**src/rtl/mem_stage_if.sv**
```systemverilog
`default_nettype none
// ============================================================================
//  Module      : mem_stage_if
//  Description : Data-memory request/grant/response bus between the memory
//                stage (master) and the data memory (slave).
//  Revision    : 1.0 - initial release
// ============================================================================
interface mem_stage_if #(
    parameter int D_WIDTH = 32
);
    logic               dmem_req;
    logic               dmem_we;
    logic [D_WIDTH-1:0] dmem_addr;
    logic [D_WIDTH-1:0] dmem_wdata;
    logic               dmem_gnt;
    logic               dmem_rvalid;
    logic [D_WIDTH-1:0] dmem_rdata;

    modport master (
        output dmem_req,
        output dmem_we,
        output dmem_addr,
        output dmem_wdata,
        input  dmem_gnt,
        input  dmem_rvalid,
        input  dmem_rdata
    );

    modport slave (
        input  dmem_req,
        input  dmem_we,
        input  dmem_addr,
        input  dmem_wdata,
        output dmem_gnt,
        output dmem_rvalid,
        output dmem_rdata
    );
endinterface
`default_nettype wire

```
**src/rtl/mem_stage.sv**
```systemverilog
`default_nettype none
// ============================================================================
//  Module      : mem_stage
//  Description : Memory-access pipeline stage. Issues word loads/stores over
//                a req/gnt/rvalid bus, stalls upstream while an access is
//                outstanding and holds the MEM/WB pipeline register.
//  Revision    : 1.0 - initial release
// ============================================================================
module mem_stage #(
    parameter int D_WIDTH = 32,
    parameter int RF_SIZE = 5
) (
    input  wire logic               clk,
    input  wire logic               rst,
    input  wire logic [D_WIDTH-1:0] alu_out_mem,
    input  wire logic [D_WIDTH-1:0] rs2_val_mem,
    input  wire logic [RF_SIZE-1:0] rd_mem,
    input  wire logic               reg_write_mem,
    input  wire logic               mem_we_mem,
    input  wire logic               mem_re_mem,
    input  wire logic               mem_to_reg_mem,
    output logic                    stall,
    mem_stage_if.master             bus,
    output logic [D_WIDTH-1:0]      alu_out_wb,
    output logic [D_WIDTH-1:0]      load_data_wb,
    output logic [RF_SIZE-1:0]      rd_wb,
    output logic                    reg_write_wb,
    output logic                    mem_to_reg_wb,
    output logic                    misalign_wb
);

    localparam logic [1:0] c_IDLE = 2'd0;   // no access outstanding
    localparam logic [1:0] c_REQ  = 2'd1;   // request issued, waiting for gnt
    localparam logic [1:0] c_RESP = 2'd2;   // load granted, waiting for rvalid

    logic [1:0] r_state;
    logic [1:0] w_next_state;
    logic       w_mem_op;
    logic       w_misaligned;
    logic       w_access;
    logic       w_issue;
    logic       w_store_done;
    logic       w_load_done;
    logic       w_done;

    // Decode the access and derive the handshake/completion conditions
    always_comb begin
        w_mem_op     = mem_we_mem | mem_re_mem;
        w_misaligned = w_mem_op & (alu_out_mem[1:0] != 2'b00);
        w_access     = w_mem_op & ~w_misaligned;
        // A request is on the bus in IDLE (fresh access) or REQ (retrying)
        w_issue      = ((r_state == c_IDLE) & w_access) | (r_state == c_REQ);
        // Store wins when both we and re are set, so we alone marks a store
        w_store_done = w_issue & bus.dmem_gnt & mem_we_mem;
        w_load_done  = (r_state == c_RESP) & bus.dmem_rvalid;
        w_done       = w_store_done | w_load_done | ~w_access;
    end

    assign stall          = ~w_done;
    assign bus.dmem_req   = w_issue;
    assign bus.dmem_we    = mem_we_mem;
    assign bus.dmem_addr  = alu_out_mem;
    assign bus.dmem_wdata = rs2_val_mem;

    // Next-state selection; gnt/rvalid outside the expecting states are ignored
    always_comb begin
        w_next_state = r_state;
        case (r_state)
            c_IDLE, c_REQ: begin
                if (w_issue) begin
                    if (bus.dmem_gnt) begin
                        w_next_state = mem_we_mem ? c_IDLE : c_RESP;
                    end else begin
                        w_next_state = c_REQ;
                    end
                end
            end
            c_RESP: begin
                if (bus.dmem_rvalid) begin
                    w_next_state = c_IDLE;
                end
            end
            default: w_next_state = c_IDLE;
        endcase
    end

    // State register; reset abandons any outstanding access
    always_ff @(posedge clk or posedge rst) begin
        if (rst) begin
            r_state <= c_IDLE;
        end else begin
            r_state <= w_next_state;
        end
    end

    // MEM/WB register: retire on completion, otherwise insert a bubble
    always_ff @(posedge clk or posedge rst) begin
        if (rst) begin
            alu_out_wb    <= '0;
            load_data_wb  <= '0;
            rd_wb         <= '0;
            reg_write_wb  <= 1'b0;
            mem_to_reg_wb <= 1'b0;
            misalign_wb   <= 1'b0;
        end else if (w_done) begin
            alu_out_wb    <= alu_out_mem;
            rd_wb         <= rd_mem;
            mem_to_reg_wb <= mem_to_reg_mem;
            reg_write_wb  <= reg_write_mem & ~w_misaligned;
            misalign_wb   <= w_misaligned;
            if (w_load_done) begin
                load_data_wb <= bus.dmem_rdata;
            end
        end else begin
            reg_write_wb  <= 1'b0;
            misalign_wb   <= 1'b0;
        end
    end

endmodule
`default_nettype wire

```
**src/flat_wrapper.sv**
```systemverilog
// flat-port wrapper written by rule: the top's interface ports become plain ports
module mem_stage_flat 
#(
    parameter int D_WIDTH = 32,
    parameter int RF_SIZE = 5
)
  (clk, rst, alu_out_mem, rs2_val_mem, rd_mem, reg_write_mem, mem_we_mem, mem_re_mem, mem_to_reg_mem, stall, alu_out_wb, load_data_wb, rd_wb, reg_write_wb, mem_to_reg_wb, misalign_wb, bus_dmem_req, bus_dmem_we, bus_dmem_addr, bus_dmem_wdata, bus_dmem_gnt, bus_dmem_rvalid, bus_dmem_rdata);
  mem_stage_if #(.D_WIDTH(D_WIDTH)) bus_i ();
  input  wire logic clk;
  input  wire logic rst;
  input  wire logic [D_WIDTH-1:0] alu_out_mem;
  input  wire logic [D_WIDTH-1:0] rs2_val_mem;
  input  wire logic [RF_SIZE-1:0] rd_mem;
  input  wire logic reg_write_mem;
  input  wire logic mem_we_mem;
  input  wire logic mem_re_mem;
  input  wire logic mem_to_reg_mem;
  output logic stall;
  output logic [D_WIDTH-1:0] alu_out_wb;
  output logic [D_WIDTH-1:0] load_data_wb;
  output logic [RF_SIZE-1:0] rd_wb;
  output logic reg_write_wb;
  output logic mem_to_reg_wb;
  output logic misalign_wb;
  output wire logic [$bits(bus_i.dmem_req)-1:0] bus_dmem_req;
  output wire logic [$bits(bus_i.dmem_we)-1:0] bus_dmem_we;
  output wire logic [$bits(bus_i.dmem_addr)-1:0] bus_dmem_addr;
  output wire logic [$bits(bus_i.dmem_wdata)-1:0] bus_dmem_wdata;
  input wire logic [$bits(bus_i.dmem_gnt)-1:0] bus_dmem_gnt;
  input wire logic [$bits(bus_i.dmem_rvalid)-1:0] bus_dmem_rvalid;
  input wire logic [$bits(bus_i.dmem_rdata)-1:0] bus_dmem_rdata;
  assign bus_dmem_req = bus_i.dmem_req;
  assign bus_dmem_we = bus_i.dmem_we;
  assign bus_dmem_addr = bus_i.dmem_addr;
  assign bus_dmem_wdata = bus_i.dmem_wdata;
  assign bus_i.dmem_gnt = bus_dmem_gnt;
  assign bus_i.dmem_rvalid = bus_dmem_rvalid;
  assign bus_i.dmem_rdata = bus_dmem_rdata;
  mem_stage #(.D_WIDTH(D_WIDTH), .RF_SIZE(RF_SIZE)) u_core (.clk(clk), .rst(rst), .alu_out_mem(alu_out_mem), .rs2_val_mem(rs2_val_mem), .rd_mem(rd_mem), .reg_write_mem(reg_write_mem), .mem_we_mem(mem_we_mem), .mem_re_mem(mem_re_mem), .mem_to_reg_mem(mem_to_reg_mem), .stall(stall), .bus(bus_i), .alu_out_wb(alu_out_wb), .load_data_wb(load_data_wb), .rd_wb(rd_wb), .reg_write_wb(reg_write_wb), .mem_to_reg_wb(mem_to_reg_wb), .misalign_wb(misalign_wb));
endmodule
```
**config.mk**
```make
export PLATFORM = sky130hd
export DESIGN_NAME = mem_stage_flat
export DESIGN_NICKNAME = d
export VERILOG_FILES = /design/src/rtl/mem_stage_if.sv /design/src/rtl/mem_stage.sv /design/src/flat_wrapper.sv
export SDC_FILE = /design/constraint.sdc
export NUM_CORES = 1
export LEC_CHECK = 0
export BUFFER_PORTS_ARGS = -buffer_cell sky130_fd_sc_hd__buf_2
export CAP_MARGIN = 30
export CORE_MARGIN = 4
export CORE_UTILIZATION = 36
export DETAILED_ROUTE_END_ITERATION = 8
export GPL_TIMING_DRIVEN = 0
export HOLD_SLACK_MARGIN = 0.12
export PLACE_DENSITY = 0.79
export SLEW_MARGIN = 20
export SYNTH_ARGS = -nofsm -noshare
export SYNTH_HDL_FRONTEND = slang
export SYNTH_SLANG_ARGS = --single-unit
```
**constraint.sdc**
```tcl
create_clock -name clk -period 2.5 [get_ports clk]
set_clock_uncertainty 0.2 [all_clocks]
set_input_delay 0.375 -clock clk [delete_from_list [all_inputs] [get_ports clk]]
set_output_delay 0.375 -clock clk [all_outputs]
set_load 0.005 [all_outputs]
```
==> flow_summary_export.csv <==
group,metric,value,unit
clocking,cts_setup_buffers,0,
power,power.leakage,2.90,nW
layout,fin_cells,651,
synth,syn_area_per_cell,14.0,µm²
die,io_pins,248,
global_routing,grt_use_met3,7.20,%
global_routing,top_usage_layer,"met2",
sta,setup_viol,0,
job,cap_violations,0,
layout,final_util,62.4,%
placement,dp_hpwl,6.77,mm
layout,diodes,0,
synth,ys_seq_elements,74,
setup_path,crit_path_end_kind,"output port",
routing,routed_wl,9.78,mm
layout,final_cell_area,5520,µm²
synth,synthTopCellsByArea,"dfrtp_1, mux2_2, buf_4, mux2_4, nand3b_4",
setup_path,startpoint,"bus_dmem_rvalid",
setup_path,required,1.92,ns
setup_path,crit_type,"in -> out",
global_routing,grt_max_degree,41,
synth,synth_top_area_share,55.6,%
synth,syn_nets,346,
layout,final_common_cell,"buf_2",
placement,gp_congestion,0.736,
global_routing,grt.met1_usage,19.6,%
die,coreArea,8850,µm²
global_routing,grt_pass1_wl,16.1,mm
routing,postRouteAntennaNets,0,
layout,final_nets,647,
global_routing,grt_remaining_overflow,0,
global_routing,grt_pass1_vias,3161,
die,rows,34,
clocking,clock-root-buffer,"clkbuf_8",
synth,synthCells,237,
die,initial_core_util,37.6,%
hold_path,hold_class,"in -> reg",
setup_path,startpoint_type,"input pin",
layout,layout_common_cells,"buf_2, dlygate4sd3_1, dfrtp_1",
synth,synth.largest_area_cell,"dfrtp_1",
die,die_h,104,µm
synth,ys_types,21,
synth,yosysSeqAreaShare,55.6,%
clocking,clockBufferDepth,2,
synth,synth_edf_count,0,
placement,place_area,4560,µm²
clocking,clkTransAtPathRegs,0.07,ns
clocking,cts_sinks,74,
global_routing,antenna_found_initial,0,
sta,grt_setup_unrepaired,"false",
die,die_area,10800,µm²
global_routing,gr-usage-met2,32.4,%
status,outcome,"finished clean",
setup_path,crit_fanout,10,
routing,first_pass_iters,4,
die,die_w,104,µm
setup_path,crit_arrival,1.83,ns
routing,via_per_inst,4.41,
routing,drc,0,
sta,relSlewSlack,71.6,%
layout,layout-drive-gt1-share,69.2,%
power,peakVddDrop,379,µV
clocking,clk_latency,0.33,ns
placement,port_buffers,215,
sta,fin_setup_tns,0,ns
synth,yosys_most_used_dff,"dfrtp_1",
synth,async_flop_share,100,%
routing,vias,2868,
sta,maxSlewViolCount,0,
global_routing,grtUsageTotal,18.1,%
clocking,numCtsBuffers,9,
sta,finalCritPeriodShare,96.3,%
hold_path,min-delay-start,"mem_re_mem",
sta,fin_crit,2.41,ns
power,power_density,640,nW/µm²
clocking,htreeDepth,3,
setup_path,r2r-start,"u_core.r_state[1]",
sta,clock.fmax,415,MHz
placement,dp_cells,561,
routing,wire_per_inst,15.0,µm
routing,drt_iter0_drc,56,
synth,syn-cell-area,3330,µm²
layout,area_growth,65.8,%
clocking,cts_tree,"done",
synth,synth_warnings,0,
sta,worst-slew-pin-transition,0.427,ns
sta,hold_viol,0,
## what timing repair did
action / CTS / global route
hold buffers: 74 / 0
setup endpoints to repair: 0 / 1
resized for setup: 0 / 1
hold endpoints to repair: 107 / 0
## cells in the mapped netlist, types with 2 or more instances
| cell | n |
|---|---|
| nand2_1 | 2 |
| nor2_1 | 5 |
| buf_4 | 67 |
| buf_2 | 3 |
| dfrtp_1 | 74 |
| o21bai_1 | 2 |
| inv_1 | 4 |
| mux2_4 | 7 |
| mux2_2 | 61 |
## metal layers
metal,wire length [µm],vias up
li1,-,1335
met1,3570,1357
met2,5080,155
met3,919,21
met4,223,0
met5,0,-
## registers in the layout, summed over array words and instances, names as in the netlist
register              count
u_core.r_state            2
u_core.reg_write_wb       1
u_core.misalign_wb        1
u_core.rd_wb              5
u_core.mem_to_reg_wb      1
u_core.alu_out_wb        32
u_core.load_data_wb      32
## cell families after synthesis
| kind of cell | synth area share, % |
|---|---|
| AOI/OAI and AO/OA | 1.65 |
| DFF | 55.6 |
| muxes | 23.8 |
| buffers and inverters | 16.8 |
| and+or+nand+nor | 2.11 |
## power by group
group / leakage, nW / internal, mW / switching (mW)
clock network: 0.0945 / 0.488 / 0.456
registers: 0.877 / 1.47 / 0.136
logic: 1.93 / 0.618 / 0.365
total: 2.90 / 2.57 / 0.958
## metrics by stage
step / power (mW) / worst slack (ns) / hold WS (ns)
after CTS: 3.55 / 0.0180 / 0.143
after global routing: 3.74 / 0.00906 / 0.161
after detailed placement: 2.51 / 0.353 / 0.216
final: 3.53 / 0.0919 / 0.162
after floorplan: 2.03 / 0.0434 / 0.246
after global placement: 2.47 / -0.753 / 0.284
## path summary, 6_finish.rpt
kind                            cells after the start  slack, ns                     to
worst min-delay path                                3       0.16     u_core.misalign_wb
worst max-delay path                                8       0.09                  stall
worst max register to register                      5       0.66   u_core.alu_out_wb[2]
worst min register to register                      1       0.30  u_core.alu_out_wb[26]
min in group asynchronous                           3       0.42  u_core.alu_out_wb[22]
max in group asynchronous                           4       1.13      u_core.r_state[0]
## worst max-delay path, stage by stage
cell and delay [ns]:
dlygate4sd3_1 0.52, buf_2 0.14, nand3b_4 0.14, o2111ai_4 0.13, buf_6 0.20, buf_8 0.16
inv_1 0.05, buf_2 0.12
## cell type report
class,count,area (µm²)
Timing Repair Buffer,290,1840
Sequential cell,74,1850
Buffer,72,544
Fill cell,671,3330
Tap cell,108,135
Multi-Input combinational cell,87,928
Inverter,4,17.5
Clock inverter,6,66.3
Clock buffer,10,138
(Power assumes the default switching activity.)
